==> config.mk <==
export PLATFORM = sky130hd
export DESIGN_NAME = ifetch_stage_flat
export DESIGN_NICKNAME = d
export VERILOG_FILES = /design/src/rtl/ifetch_stage_pkg.sv /design/src/rtl/ifetch_stage_if.sv /design/src/rtl/ifetch_stage_settle_counter.sv /design/src/rtl/ifetch_stage.sv /design/src/flat_wrapper.sv
export SDC_FILE = /design/constraint.sdc
export NUM_CORES = 1
export LEC_CHECK = 0
export BUFFER_PORTS_ARGS = -buffer_cell sky130_fd_sc_hd__buf_2
export CAP_MARGIN = 20
export CORE_MARGIN = 5
export CORE_UTILIZATION = 30
export DETAILED_ROUTE_END_ITERATION = 16
export GPL_TIMING_DRIVEN = 0
export PLACE_DENSITY = 0.6
export SLEW_MARGIN = 5
export SYNTH_ARGS = -nofsm -noshare
export SYNTH_HDL_FRONTEND = slang
export SYNTH_HIERARCHICAL = 1
export SYNTH_SLANG_ARGS = --single-unit
==> constraint.sdc <==
create_clock -name clk -period 1.9 [get_ports clk]
set_clock_uncertainty 0.1 [all_clocks]
set_input_delay 0.38 -clock clk [delete_from_list [all_inputs] [get_ports clk]]
set_output_delay 0.38 -clock clk [all_outputs]
set_load 0.02 [all_outputs]
==> src/rtl/ifetch_stage_pkg.sv <==
// Shared constants and state encoding for the instruction fetch stage.
// Imported by the fetch top, its settle counter and the bus interface.
package ifetch_stage_pkg;

    localparam int PC_MSB   = 11;
    localparam int PC_W     = PC_MSB + 1;
    localparam int INSTR_W  = 16;
    localparam int CNT_W    = 3;
    localparam int ADD_STEP = 1;

    typedef enum logic [2:0] {
        IDLE,
        REQ,
        HOLD,
        FLUSH,
        SETTLE
    } fetch_state_e;

endpackage

==> src/rtl/ifetch_stage_if.sv <==
// Memory read port and decode handshake of the fetch stage, bundled together.
// The master side is the fetch stage; the slave side is memory plus decode.
interface ifetch_stage_if
    import ifetch_stage_pkg::*;
#(
    parameter int AW = PC_W,
    parameter int DW = INSTR_W
);

    logic          mem_rd;
    logic [AW-1:0] mem_addr;
    logic [DW-1:0] mem_rdata;
    logic          mem_ack;

    logic [DW-1:0] instr;
    logic [AW-1:0] instr_pc;
    logic          instr_valid;
    logic          dec_ready;

    modport master (
        output mem_rd, mem_addr,
        input  mem_rdata, mem_ack,
        output instr, instr_pc, instr_valid,
        input  dec_ready
    );

    modport slave (
        input  mem_rd, mem_addr,
        output mem_rdata, mem_ack,
        input  instr, instr_pc, instr_valid,
        output dec_ready
    );

endinterface

==> src/rtl/ifetch_stage_settle_counter.sv <==
// Down-counter that models the PC stage update latency after an add_value pulse.
// Load wins over decrement; decrement saturates at zero.
module settle_counter
    import ifetch_stage_pkg::*;
(
    input  logic             clk,
    input  logic             rst,
    input  logic             load,
    input  logic [CNT_W-1:0] load_val,
    input  logic             dec,
    output logic             zero
);

    logic [CNT_W-1:0] count;

    // NOTE: sequential state is always written with <=, so every flop samples
    // the pre-edge values and the order of statements cannot create races.
    always_ff @(posedge clk) begin
        if (rst) begin
            count <= '0;
        end else if (load) begin
            count <= load_val;
        end else if (dec && (count != '0)) begin
            count <= count - CNT_W'(1);
        end
    end

    assign zero = (count == '0);

endmodule

==> src/rtl/ifetch_stage.sv <==
// Instruction fetch stage: reads the word at pc_value, holds it for decode,
// and tells the PC stage how far to move (0, +1, or a branch offset).
module ifetch_stage
    import ifetch_stage_pkg::*;
#(
    parameter int N      = PC_MSB,
    parameter int W      = INSTR_W,
    parameter int PC_LAT = 2
) (
    input  logic           clk,
    input  logic           rst,
    input  logic [N:0]     pc_value,
    output logic [N:0]     add_value,
    input  logic           branch_taken,
    input  logic [N:0]     branch_offset,
    ifetch_stage_if.master bus
);

    fetch_state_e state_q, state_d;

    logic         mem_rd_q, mem_rd_d;
    logic [N:0]   mem_addr_q, mem_addr_d;
    logic [W-1:0] instr_q, instr_d;
    logic [N:0]   instr_pc_q, instr_pc_d;
    logic         instr_valid_q, instr_valid_d;
    logic [N:0]   add_q, add_d;

    logic         cnt_load;
    logic         cnt_dec;
    logic         cnt_zero;

    settle_counter u_settle (
        .clk      (clk),
        .rst      (rst),
        .load     (cnt_load),
        .load_val (CNT_W'(PC_LAT)),
        .dec      (cnt_dec),
        .zero     (cnt_zero)
    );

    // NOTE: every signal driven here gets a default before any branch, so no
    // path leaves it unassigned and no latch is inferred.
    always_comb begin
        state_d       = state_q;
        mem_rd_d      = mem_rd_q;
        mem_addr_d    = mem_addr_q;
        instr_d       = instr_q;
        instr_pc_d    = instr_pc_q;
        instr_valid_d = instr_valid_q;
        add_d         = '0;
        cnt_load      = 1'b0;
        cnt_dec       = 1'b0;

        // A redirect overrides any same-cycle ack or decode handshake.
        if (branch_taken && (state_q inside {REQ, HOLD, SETTLE})) begin
            add_d         = branch_offset;
            instr_valid_d = 1'b0;
            mem_rd_d      = 1'b0;
            cnt_load      = 1'b1;
            state_d       = (state_q == REQ && !bus.mem_ack) ? FLUSH : SETTLE;
        end else begin
            case (state_q)
                IDLE: begin
                    mem_rd_d   = 1'b1;
                    mem_addr_d = pc_value;
                    state_d    = REQ;
                end

                REQ: begin
                    if (bus.mem_ack) begin
                        instr_d       = bus.mem_rdata;
                        instr_pc_d    = mem_addr_q;
                        instr_valid_d = 1'b1;
                        mem_rd_d      = 1'b0;
                        add_d         = (N+1)'(ADD_STEP);
                        state_d       = HOLD;
                    end
                end

                HOLD: begin
                    if (instr_valid_q && bus.dec_ready) begin
                        instr_valid_d = 1'b0;
                        cnt_load      = 1'b1;
                        state_d       = SETTLE;
                    end
                end

                SETTLE: begin
                    if (cnt_zero) begin
                        mem_rd_d   = 1'b1;
                        mem_addr_d = pc_value;
                        state_d    = REQ;
                    end else begin
                        cnt_dec = 1'b1;
                    end
                end

                FLUSH: begin
                    // The abandoned read must still complete before a new one
                    // may be issued; its data is dropped.
                    cnt_dec = 1'b1;
                    if (bus.mem_ack) begin
                        if (cnt_zero) begin
                            mem_rd_d   = 1'b1;
                            mem_addr_d = pc_value;
                            state_d    = REQ;
                        end else begin
                            state_d = SETTLE;
                        end
                    end
                end

                default: state_d = IDLE;
            endcase
        end
    end

    always_ff @(posedge clk) begin
        if (rst) begin
            state_q       <= IDLE;
            mem_rd_q      <= 1'b0;
            mem_addr_q    <= '0;
            instr_q       <= '0;
            instr_pc_q    <= '0;
            instr_valid_q <= 1'b0;
            add_q         <= '0;
        end else begin
            state_q       <= state_d;
            mem_rd_q      <= mem_rd_d;
            mem_addr_q    <= mem_addr_d;
            instr_q       <= instr_d;
            instr_pc_q    <= instr_pc_d;
            instr_valid_q <= instr_valid_d;
            add_q         <= add_d;
        end
    end

    assign add_value       = add_q;
    assign bus.mem_rd      = mem_rd_q;
    assign bus.mem_addr    = mem_addr_q;
    assign bus.instr       = instr_q;
    assign bus.instr_pc    = instr_pc_q;
    assign bus.instr_valid = instr_valid_q;

endmodule

==> src/flat_wrapper.sv <==
// flat-port wrapper written by rule: the top's interface ports become plain ports
module ifetch_stage_flat import ifetch_stage_pkg::*;
#(
    parameter int N      = PC_MSB,
    parameter int W      = INSTR_W,
    parameter int PC_LAT = 2
)
  (clk, rst, pc_value, add_value, branch_taken, branch_offset, bus_mem_rd, bus_mem_addr, bus_mem_rdata, bus_mem_ack, bus_instr, bus_instr_pc, bus_instr_valid, bus_dec_ready);
  ifetch_stage_if #(.AW(12), .DW(16)) bus_i ();
  input  logic clk;
  input  logic rst;
  input  logic [N:0] pc_value;
  output logic [N:0] add_value;
  input  logic branch_taken;
  input  logic [N:0] branch_offset;
  output wire logic [$bits(bus_i.mem_rd)-1:0] bus_mem_rd;
  output wire logic [$bits(bus_i.mem_addr)-1:0] bus_mem_addr;
  input wire logic [$bits(bus_i.mem_rdata)-1:0] bus_mem_rdata;
  input wire logic [$bits(bus_i.mem_ack)-1:0] bus_mem_ack;
  output wire logic [$bits(bus_i.instr)-1:0] bus_instr;
  output wire logic [$bits(bus_i.instr_pc)-1:0] bus_instr_pc;
  output wire logic [$bits(bus_i.instr_valid)-1:0] bus_instr_valid;
  input wire logic [$bits(bus_i.dec_ready)-1:0] bus_dec_ready;
  assign bus_mem_rd = bus_i.mem_rd;
  assign bus_mem_addr = bus_i.mem_addr;
  assign bus_i.mem_rdata = bus_mem_rdata;
  assign bus_i.mem_ack = bus_mem_ack;
  assign bus_instr = bus_i.instr;
  assign bus_instr_pc = bus_i.instr_pc;
  assign bus_instr_valid = bus_i.instr_valid;
  assign bus_i.dec_ready = bus_dec_ready;
  ifetch_stage #(.N(N), .W(W), .PC_LAT(PC_LAT)) u_core (.clk(clk), .rst(rst), .pc_value(pc_value), .add_value(add_value), .branch_taken(branch_taken), .branch_offset(branch_offset), .bus(bus_i));
endmodule
==> key figures <==
Flow run
  • Max_cap viols: 0

Worst setup path
  • Worst path most repeated cell: ha_4
  • Crit path buffers/inverters: 2
  • Crit-path max cell delay: roughly 0.50 ns
  • Worst reg2reg path depth: 7
  • Data arrival, critical path: 2.05 ns
  • Critical Path, Cell by Cell: inv_2 -> ha_4 -> ha_4 -> or4b_4 -> o211ai_4 -> buf_6 -> mux2i_2
  • Instance count on the critical path: 7
  • Startpoint types: flop
  • Crit-path leading delay family: simple AND/OR/NAND/NOR gates
  • Worst EP required: around 2.1 ns
  • Crit end category: flop
  • Worst-path fanout max: 5
  • Slowest cell on crit path: or4b_4
  • Worst Setup Path Type: reg2reg

Global route
  • GRT Util Overall: roughly 14%
  • First-pass GRT wire length: between 10000 and 15000 um
  • Pin count of the biggest net entering global routing: 11
  • Grt ovf: 0
  • Initial antenna violation count: 0
  • Vias in the first global route: roughly 2400

Clocking
  • Worst-path clk slew: ~0.07 ns
  • Clock sinks: 60
  • Cts bufs inserted: 9
  • CTS tree: yes
  • CTS max path bufs: 2
  • Clk Latency, worst-skew pair: 0.32 ns
  • Htree depth: 3
  • Root buffer cell: clkbuf_8
  • Hold Buf Count CTS: 0

Placement
  • RePlAce Congestion: around 0.8
  • Number of I/O port buffers: 96
  • Dpl hpwl: slightly above 5000 um
  • Cell Area, Placed: about 3200 um^2

Min path
  • HP Class: in2reg
  • Hold Path Depth: 2

Layout
  • Antenna diode count: 0
  • # nets final: ~430
  • Filler cells: 817
  • Layout cells sized above 1: between 40% and 50%
  • Area growth, synth to finish: 37.1%
  • Design area: between 3000 and 4000 um^2

Synth
  • Syn Inst Count: about 270
  • Synth warn: 6
  • Post-synth top flop: dfxtp_1
  • Post-synthesis sequential area ratio: a little under half
  • Avg Cell Area, Syn: 9.57 um^2
  • Area of the mapped netlist: roughly 2600 um^2
  • Async set-reset flop share out of synthesis: 0%
  • Distinct cells, synth: 48
  • Share of the synthesized area in the top cell type: a little under half
  • Synth area leaders: dfxtp_1 (47%), mux2i_1 (9.3%), nand2_1 (5.7%)
  • Area leader, netlist: dfxtp_1
  • EDFF count, synth: 0
  • Top cells by count, synth: dfxtp_1 (60), nand2_1 (39), mux2i_1 (24)
  • Top-count cell post-synth: dfxtp_1
  • Seq cells post-synth: 60

Drt
  • Via count: ~2300
  • Vias per cell: between 4 and 5
  • Metal2 WL: between 3000 and 4000 um
  • WL/cell: 14.7 um
  • DR iter-0 viols: 57
  • Final ANT Viol Nets: 0
  • Wirelength, routed: between 7000 and 8000 um
  • First-pass iteration count of the detailed router: 4
  • Routed met1 length: 3140 um
  • Top routing layer in use: met4
  • Routed wl met3: approximately 530 um
  • DRC violations left: 0

STA
  • Slew Limit Fails: 0
  • Unrepaired setup endpoints after global routing: true
  • Crit share post-route: 100%
  • Final hold violations: 0
  • Slew @ Worst Pin: 0.539 ns
  • Setup violators final: 1
  • Slew margin rel.: roughly 64%
  • Final hold slack: ~0.15 ns
  • Final worst setup slack: -0.000153 ns
  • Tmin final: about 1.9 ns
  • Fmax: about 0.53 GHz

Floorplanning
  • Die area: roughly 11000 um^2
  • Die Span X: roughly 100 um
  • Core Region: about 8300 um^2
  • IO Pins: just under 100
  • Core Rows: 33
  • Initial Utilization: a little under a third
  • Vert. Die Dim: 103 um

Status
  • Failing checks: negative setup slack
  • Status: finished, violations left

Power and ir drop
  • Worst VDD drop: between 0.0005 and 0.0006 V
  • PD cells: roughly 1100 nW/um^2
  • Lkg Pwr: 0.00163 uW
-- final timing paths --
kind                                               start                 endpoint  slack [ns]
worst max-delay path            u_core/u_settle/count[0]   u_core/bus.mem_addr[6]     -0.0002
worst min-delay path                    branch_offset[6]      u_core/add_value[6]        0.15
worst max register to register  u_core/u_settle/count[0]   u_core/bus.mem_addr[6]     -0.0002
worst min register to register   u_core/bus.instr_pc[10]  u_core/bus.instr_pc[10]        0.36
-- worst reg2reg max path: cells and delay by family (launching register included) --
kind                     cells  cell delay, ns
multiplexers                 1            0.21
AND/OR/NAND/NOR              1            0.50
flip-flops                   1            0.32
AO/OA/AOI/OAI                1            0.13
adder cells (fa/ha/maj)      2            0.32
buffers and inverters        2            0.25
-- registers in the layout, indices dropped and copies added (netlist names) --
name / cells
u_core/u_settle/count: 3
u_core/bus.mem_addr: 12
u_core/bus.instr_pc: 12
u_core/add_value: 12
u_core/bus.mem_rd: 1
u_core/state_q: 3
u_core/bus.instr: 16
u_core/bus.instr_valid: 1
-- kinds of logic (layout without fill, tap and decap cells) --
family	Yosys count	count (layout)	share of synthesized area (%)
buf+inv	31	146	5.83
xor+xnor	3	3	1.02
flops	60	60	46.6
mux	24	24	9.33
other cells	2	3	0.292
simple gates	90	90	19.3
compound gates	57	57	16.6
fa+ha+maj	2	2	0.972
-- power by group --
group,internal [uW],switching (uW),total (uW)
Clock,668,485,1150
Sequential,1410,75.4,1480
Combinational,551,669,1220
Total,2620,1230,3850
-- cell usage in the layout (no fill, tap or decap), types with 2 or more instances in the layout --
cell,Yosys,routed
buf_2,7,102
dfxtp_1,60,57
nand2_1,39,39
mux2i_1,24,23
a21oi_1,20,20
nand2b_1,16,16
a31o_2,16,16
clkbuf_8,0,11
and2_1,11,11
inv_1,8,6
nand3b_1,5,5
clkbuf_1,7,5
buf_6,3,4
buf_1,4,4
xnor2_1,3,3
buf_4,0,3
dfxtp_2,0,3
conb_1,2,3
clkinv_2,0,2
clkbuf_4,0,2
a22o_1,2,2
clkbuf_2,2,2
o21ai_0,2,2
o21a_1,2,2
nand3_1,2,2
or3_1,3,2
or3b_2,2,2
o31a_1,2,2
inv_2,0,2
ha_4,0,2
-- layer usage --
| metal | vias up | GRT usage [%] |
|---|---|---|
| met1 | 1096 | 16.8 |
| met3 | 6 | 6.02 |
| met4 | 0 | 3.73 |
| met2 | 66 | 23.3 |
| met5 | - | 0 |
| li1 | 1157 | - |
-- layout make-up --
type	count	area [um^2]	area share, %
repair buffers	100	514	14.6
multi-input cells	179	1310	37.1
clock inverters	4	48.8	1.38
inverters	8	30.0	0.851
plain buffers	23	138	3.90
well taps	105	131	3.72
clock buffers	11	151	4.29
flip-flops and latches	60	1200	34.1
-- what timing repair did --
action,4_1_cts,5_1_grt
setup endpoints to repair,12,13
pin swaps,4,2
setup buffers,2,1
gates cloned,1,0
gates resized for setup,13,13
-- per-stage QoR --
stage | util, % | instances | worst slack, ns | power [uW] | TNS [ns]
3_5_place_dp | 38.5 | 471 | -0.211 | 2540 | -3.57
5_1_grt | 42.5 | 490 | -0.0733 | 4080 | -0.323
6_report | 42.5 | 490 | -0.000153 | 3850 | -0.000153
3_3_place_gp | 38.5 | 471 | -0.154 | 2520 | -2.99
2_1_floorplan | - | 270 | 0.0245 | 2220 | 0
4_1_cts | 41.8 | 489 | 0.00811 | 3840 | 0
(Power assumes the default switching activity.)
